### src/rtl/CNNConfig.vh
// Shared size configuration for the CNN window generator.
//   KERNEL_SIZE   : width of the one-hot kernel-size fields (bit1 = 2, bit2 = 3)
//   WINDOW_SIZE   : number of 32-bit elements in the largest (3x3) window
//   MAX_IMG_WIDTH : line-buffer depth, i.e. the widest supported frame
//   IMG_DIM_WIDTH : bit width of the frame dimension inputs
`ifndef CNN_CONFIG_VH
`define CNN_CONFIG_VH

`define KERNEL_SIZE   3
`define WINDOW_SIZE   9
`define MAX_IMG_WIDTH 32
`define IMG_DIM_WIDTH 6

`endif

### src/rtl/cnn_window_gen_pkg.sv
// Package for the CNN window generator: derived sizes, kernel-mode enum and
// the kernel-encoding decoder shared by the top level and the bench.
`include "CNNConfig.vh"

package cnn_window_gen_pkg;

    localparam int PIX_W     = 32;
    localparam int WIN_ELEMS = `WINDOW_SIZE;
    localparam int WIN_W     = WIN_ELEMS * PIX_W;
    localparam int KSEL_W    = `KERNEL_SIZE;
    localparam int DIM_W     = `IMG_DIM_WIDTH;
    localparam int MAX_W     = `MAX_IMG_WIDTH;
    localparam int ADDR_W    = $clog2(MAX_W);

    typedef enum logic [1:0] {
        KERN_2X2 = 2'd0,
        KERN_3X3 = 2'd1,
        KERN_BAD = 2'd2
    } kernel_t;

    // Both dimensions must carry the same one-hot code; anything else is
    // treated as an unsupported kernel that produces no windows.
    function automatic kernel_t decode_kernel(input logic [KSEL_W-1:0] kh,
                                              input logic [KSEL_W-1:0] kw);
        kernel_t mode;
        if (kh == KSEL_W'(2) && kw == KSEL_W'(2)) begin
            mode = KERN_2X2;
        end else if (kh == KSEL_W'(4) && kw == KSEL_W'(4)) begin
            mode = KERN_3X3;
        end else begin
            mode = KERN_BAD;
        end
        return mode;
    endfunction

endpackage

### src/rtl/cnn_window_gen_line_buffer.sv
// One image row of pixel storage.
//   clk     : clock
//   we      : write the pixel at addr this cycle
//   addr    : column address shared by the write and read ports
//   wr_data : pixel to store
//   rd_data : pixel currently stored at addr (value before this cycle's write)
// The read is combinational so the previous row's pixel at the current column
// is available in the same cycle the new pixel is accepted and overwrites it.
`include "CNNConfig.vh"

module cnn_line_buffer
    import cnn_window_gen_pkg::*;
(
    input  logic              clk,
    input  logic              we,
    input  logic [ADDR_W-1:0] addr,
    input  logic [PIX_W-1:0]  wr_data,
    output logic [PIX_W-1:0]  rd_data
);

    logic [PIX_W-1:0] mem [MAX_W];

    always_ff @(posedge clk) begin
        if (we) begin
            mem[addr] <= wr_data;
        end
    end

    assign rd_data = mem[addr];

endmodule

### src/rtl/cnn_window_gen.sv
// CNN sliding-window generator with stride equal to the kernel size.
//   clk, rst                    : clock, asynchronous active-high reset
//   conf_refresh                : latch kernel/dimensions, restart the frame
//   kernel_height, kernel_width : one-hot kernel size (bit1 = 2, bit2 = 3)
//   img_width, img_height       : frame dimensions in pixels
//   pix_valid, pix_data         : raster-order pixel stream in
//   pix_ready                   : pixel accepted on pix_valid & pix_ready
//   window_valid, window        : completed KxK window, element (r,c) at
//                                 window[(r*K+c)*32 +: 32], unused elements 0
//   window_stall                : downstream back-pressure
//   frame_done                  : one-cycle pulse after a frame's last pixel
`include "CNNConfig.vh"

module cnn_window_gen
    import cnn_window_gen_pkg::*;
(
    input  logic                        clk,
    input  logic                        rst,
    input  logic                        conf_refresh,
    input  logic [`KERNEL_SIZE-1:0]     kernel_height,
    input  logic [`KERNEL_SIZE-1:0]     kernel_width,
    input  logic [`IMG_DIM_WIDTH-1:0]   img_width,
    input  logic [`IMG_DIM_WIDTH-1:0]   img_height,
    input  logic                        pix_valid,
    input  logic [31:0]                 pix_data,
    output logic                        pix_ready,
    output logic                        window_valid,
    output logic [`WINDOW_SIZE*32-1:0]  window,
    input  logic                        window_stall,
    output logic                        frame_done
);

    kernel_t          kernel_reg;
    logic [DIM_W-1:0] width_reg;
    logic [DIM_W-1:0] height_reg;
    logic [DIM_W-1:0] row_reg;
    logic [DIM_W-1:0] col_reg;
    // Position inside the current KxK block; a window completes when both
    // reach K-1. Trailing partial blocks never reach K-1 and are dropped.
    logic [1:0]       rmod_reg;
    logic [1:0]       cmod_reg;
    logic             window_valid_reg;
    logic [WIN_W-1:0] window_reg;
    logic             frame_done_reg;

    // Shift register of the last three columns, [row][col], col 2 newest.
    logic [PIX_W-1:0] sr_reg  [3][3];
    logic [PIX_W-1:0] sr_next [3][3];
    logic [PIX_W-1:0] new_col [3];
    logic [WIN_W-1:0] window_next;

    logic             accept;
    logic             is_k3;
    logic [1:0]       k_last;
    logic             last_col;
    logic             last_row;
    logic             win_done;

    logic [1:0]       lb_we;
    logic [PIX_W-1:0] lb_wr [2];
    logic [PIX_W-1:0] lb_rd [2];

    assign pix_ready    = ~window_stall & ~conf_refresh;
    assign accept       = pix_valid & pix_ready;
    assign is_k3        = (kernel_reg == KERN_3X3);
    assign k_last       = is_k3 ? 2'd2 : 2'd1;
    assign last_col     = (col_reg == width_reg - DIM_W'(1));
    assign last_row     = (row_reg == height_reg - DIM_W'(1));
    assign win_done     = accept && (kernel_reg != KERN_BAD) &&
                          (rmod_reg == k_last) && (cmod_reg == k_last);

    assign window_valid = window_valid_reg;
    assign window       = window_reg;
    assign frame_done   = frame_done_reg;

    // Row buffer 0 holds the previous row; buffer 1 receives what buffer 0
    // evicts, i.e. the row before that, and is only needed for 3x3.
    for (genvar gi = 0; gi < 2; gi++) begin : g_row
        if (gi == 0) begin : g_newest
            assign lb_we[gi] = accept;
            assign lb_wr[gi] = pix_data;
        end else begin : g_older
            assign lb_we[gi] = accept & is_k3;
            assign lb_wr[gi] = lb_rd[gi-1];
        end

        cnn_line_buffer u_line_buffer (
            .clk     (clk),
            .we      (lb_we[gi]),
            .addr    (col_reg[ADDR_W-1:0]),
            .wr_data (lb_wr[gi]),
            .rd_data (lb_rd[gi])
        );
    end

    // New column entering the shift register, top row first. For 2x2 only
    // rows 0..1 matter and the window is taken from columns 1..2.
    always_comb begin
        new_col[0] = is_k3 ? lb_rd[1] : lb_rd[0];
        new_col[1] = is_k3 ? lb_rd[0] : pix_data;
        new_col[2] = is_k3 ? pix_data : '0;
        for (int r = 0; r < 3; r++) begin
            for (int c = 0; c < 3; c++) begin
                sr_next[r][c] = sr_reg[r][c];
            end
        end
        if (accept) begin
            for (int r = 0; r < 3; r++) begin
                sr_next[r][0] = sr_reg[r][1];
                sr_next[r][1] = sr_reg[r][2];
                sr_next[r][2] = new_col[r];
            end
        end
    end

    always_comb begin
        window_next = '0;
        if (is_k3) begin
            for (int r = 0; r < 3; r++) begin
                for (int c = 0; c < 3; c++) begin
                    window_next[(r*3+c)*PIX_W +: PIX_W] = sr_next[r][c];
                end
            end
        end else begin
            for (int r = 0; r < 2; r++) begin
                for (int c = 0; c < 2; c++) begin
                    window_next[(r*2+c)*PIX_W +: PIX_W] = sr_next[r][c+1];
                end
            end
        end
    end

    always_ff @(posedge clk or posedge rst) begin
        if (rst) begin
            kernel_reg       <= KERN_2X2;
            row_reg          <= '0;
            col_reg          <= '0;
            rmod_reg         <= '0;
            cmod_reg         <= '0;
            window_valid_reg <= 1'b0;
            window_reg       <= '0;
            frame_done_reg   <= 1'b0;
            for (int r = 0; r < 3; r++) begin
                for (int c = 0; c < 3; c++) begin
                    sr_reg[r][c] <= '0;
                end
            end
        end else begin
            frame_done_reg <= accept && last_col && last_row;
            if (conf_refresh) begin
                kernel_reg       <= decode_kernel(kernel_height, kernel_width);
                row_reg          <= '0;
                col_reg          <= '0;
                rmod_reg         <= '0;
                cmod_reg         <= '0;
                window_valid_reg <= 1'b0;
            end else begin
                if (accept) begin
                    for (int r = 0; r < 3; r++) begin
                        for (int c = 0; c < 3; c++) begin
                            sr_reg[r][c] <= sr_next[r][c];
                        end
                    end
                    if (last_col) begin
                        col_reg  <= '0;
                        cmod_reg <= '0;
                        if (last_row) begin
                            row_reg  <= '0;
                            rmod_reg <= '0;
                        end else begin
                            row_reg  <= row_reg + DIM_W'(1);
                            rmod_reg <= (rmod_reg == k_last) ? 2'd0 : rmod_reg + 2'd1;
                        end
                    end else begin
                        col_reg  <= col_reg + DIM_W'(1);
                        cmod_reg <= (cmod_reg == k_last) ? 2'd0 : cmod_reg + 2'd1;
                    end
                end
                // A completing accept implies no stall, so any held window
                // is consumed in the same cycle the new one is loaded.
                if (win_done) begin
                    window_reg       <= window_next;
                    window_valid_reg <= 1'b1;
                end else if (window_valid_reg && !window_stall) begin
                    window_valid_reg <= 1'b0;
                end
            end
        end
    end

    // Frame dimensions are pure configuration: only a refresh changes them.
    always_ff @(posedge clk) begin
        if (conf_refresh) begin
            width_reg  <= img_width;
            height_reg <= img_height;
        end
    end

endmodule

### config.mk
export PLATFORM = sky130hd
export DESIGN_NAME = cnn_window_gen
export DESIGN_NICKNAME = d
export VERILOG_FILES = /design/src/rtl/cnn_window_gen_pkg.sv /design/src/rtl/cnn_window_gen_line_buffer.sv /design/src/rtl/cnn_window_gen.sv
export VERILOG_INCLUDE_DIRS = /design/src /design/src/rtl
export SDC_FILE = /design/constraint.sdc
export NUM_CORES = 2
export LEC_CHECK = 0
export BUFFER_PORTS_ARGS = -buffer_cell sky130_fd_sc_hd__buf_2
export CAP_MARGIN = 25
export CORE_UTILIZATION = 50
export DETAILED_ROUTE_END_ITERATION = 10
export PLACE_DENSITY = 0.72
export SETUP_SLACK_MARGIN = 0.15
export SLEW_MARGIN = 10
export SYNTH_ARGS = -nofsm -noshare
export SYNTH_HDL_FRONTEND = slang
export SYNTH_SLANG_ARGS = --single-unit
### constraint.sdc
create_clock -name clk -period 19.4 [get_ports clk]
set_input_delay 3.88 -clock clk [delete_from_list [all_inputs] [get_ports clk]]
set_output_delay 3.88 -clock clk [all_outputs]
set_load 0.05 [all_outputs]
==> flow_summary.toml <==
[detailed_routing]
vias_per_cell = 6.39
wl_per_cell_um = 31.0
ant_nets = 0
drtIter0Drc = 8553
vias = 60562
drt_pass1_iterations = 6
drc = 0
totalWireLength_um = 294000

[synthesis]
syn-cell-area_um2 = 102000
ys_warn_count = 0
synth.most_common_cell = "edfxtp_1"
synth_top_area_share_pct = 60.6
synth_seq_area_share_pct = 75.2
ys_ff_latch = 2656
synth-edff-count = 2060
syn_avg_cell_area_um2 = 16.4
synth.area.top_cells = "edfxtp_1 61%, dfrtp_1 15%, mux2i_1 7.0%, mux4_2 2.9%, nand2_1 2.9%"
synth_commonest_cells = "2060 x edfxtp_1, 776 x nand2_1, 710 x mux2i_1"
ys_async_sr_fraction_pct = 22.4
synth_cell_types = 77
syn_nets = 6269
yosys.area.top_type = "edfxtp_1"
ys.flop_type = "edfxtp_1"
synthCells = 6207

[global_routing]
grt_overflow_total = 0
grt_pass1_wl_um = 415000
grt_max_degree = 192
grt_pass1_vias = 58503
grt_util_all_layers_pct = 28.2
antenna_found_initial = 30

[final_layout]
multiInputGateArea_um2 = 23800
nNetsFinal = 6666
seqCellArea_um2 = 76800
drive_above_1_share_pct = 18.1
finalInstanceArea_um2 = 116000
num-fill-cells = 14948
largest_reg_flops = 2048
syn_to_final_growth_pct = 14.0
final_core_util_pct = 57.4

[worst_setup_path]
cp-end-kind = "output port"
path_max_fanout = 31
crit_required_ps = 15520
worst_path_most_repeated_cell = "buf_2"
crit_slowest_cell = "buf_2"
cp.arrival_ps = 5100
path_cells = "buf_2, nor2_1, buf_2"
max_stage_delay_ps = 650
critPathKind = "in2out"
worstSetupStartpointType = "input pin"

[clock_tree]
cts-root-buf = "clkbuf_16"
post_cts_buffers = 0
post_cts_resized = 0
cts_tree = "built"
htree_levels = 5
cts_hold_buf = 0
numCtsBuffers = 279
insertion_delay_ps = 940
cts_sinks = 2656
path_clk_slew_ps = 50
clockBufferDepth = 4

[power_and_ir_drop]
seqPwrFrac_pct = 52.6
power_switching_share_pct = 21.8
p_sw_mw = 2.63
ir_worst_vdd_v = 0.000101
combPwrFrac_pct = 4.9
power_leakage_nw = 41.1
clock_power_share_pct = 42.6
p_per_area_nw_per_um2 = 104
p_int_mw = 9.43

[timing]
max_freq_mhz = 111
hold_viol_final = 0
rsz0062_at_grt = "false"
skew_ps = 51.8
holdWs_ps = 471
tightest_slew_ps = 1220
min_period_ps = 8980
finalMaxSlewViolations = 0
setup_viol = 0
slew_headroom_pct = 17.9
post-route-period-util_pct = 46.3
fin_ws_ps = 10420
setup_tns_ps = 0

[hold_path]
min_path_type = "reg2reg"

[floorplan]
rows = 165
die_h_um = 454
coreArea_um2 = 203000
dieArea_um2 = 206000
die_w_um = 454
initial_core_util_pct = 50.4
pin_count = 346

[status]
status = "complete, no violations"

[place]
place_area_um2 = 107000
place_congestion = 0.883
pre_cts_slack_ps = 10420
port_buffers = 345
dp_hpwl_um = 170000

[run]
drv_cap = 0
[power groups by stage]
stage,clock network (mW),registers (mW),logic [mW]
2_1_floorplan,0,6.43,0.349
6_report,5.13,6.34,0.588
5_1_grt,5.38,6.35,0.624
3_5_place_dp,0,6.46,0.572
3_3_place_gp,0,6.45,0.547
4_1_cts,5.16,6.34,0.574
[cells in the final DEF, fill, tap and decap left out, types with 65 or more instances in the layout]
cell type / synthesis / layout
nand2_1: 776 / 774
dfrtp_1: 596 / 593
buf_2: 145 / 345
clkbuf_16: 0 / 291
nor4_1: 65 / 65
a21oi_1: 149 / 149
mux2i_1: 710 / 710
nand3_1: 109 / 107
edfxtp_1: 2060 / 2060
nor2_1: 166 / 102
a22o_1: 165 / 165
o22ai_1: 348 / 348
a22oi_1: 102 / 102
buf_4: 24 / 127
mux4_2: 133 / 133
[kinds of logic (layout without fill, tap and decap cells)]
group                      Yosys count  count (layout)  share of synthesized area (%)
and+or+nand+nor                   1251            1251                           5.50
muxes                              868             868                           10.3
AOI/OAI and AO/OA                  966             966                           6.68
buffers and inverters              442            1033                           2.07
DFF                               2656            2656                           75.2
xor gates and xnor gates            17              17                          0.167
adders and majority gates            7               7                         0.0858
other                                0              15                              0
[per-layer routing]
layer	track usage, %	share of wire [%]
met5	0	0.050
met4	15.7	5.9
met3	6.26	11
met2	43.4	46
met1	37.4	37
[stage by stage]
stage,cells,power [mW]
after floorplan,6207,6.78
after global placement,8962,7.00
after detailed placement,8977,7.03
after CTS,9452,12.1
after global routing,9477,12.4
final,9485,12.1
[worst paths after layout]
kind                         startpoint          end  slack [ps]  depth (start not counted)
setup / recovery           conf_refresh    pix_ready       10420                          3
hold / removal              sr_reg[179]  sr_reg[179]         470                          2
setup reg to reg             col_reg[1]   window[54]       12540                         11
hold reg to reg             sr_reg[179]  sr_reg[179]         470                          2
max in group asynchronous           rst  window[127]       12790                          7
min in group asynchronous           rst   sr_reg[67]        3100                          2
[worst max-delay path, delay by kind of cell]
kind                   cells  cell delay (ps)
buffers and inverters      2              930
and+or+nand+nor            1              220
[cell type report]
cell class | instances | area share [%]
clock buffer | 376 | 6.73
sequential | 2656 | 66.0
multi-input combinational | 3109 | 20.4
antenna | 15 | 0.0323
inverter | 49 | 0.161
timing repair buffer | 509 | 3.05
clock inverter | 99 | 0.693
tap | 2672 | 2.87
Power figures use the tool's default switching activity.
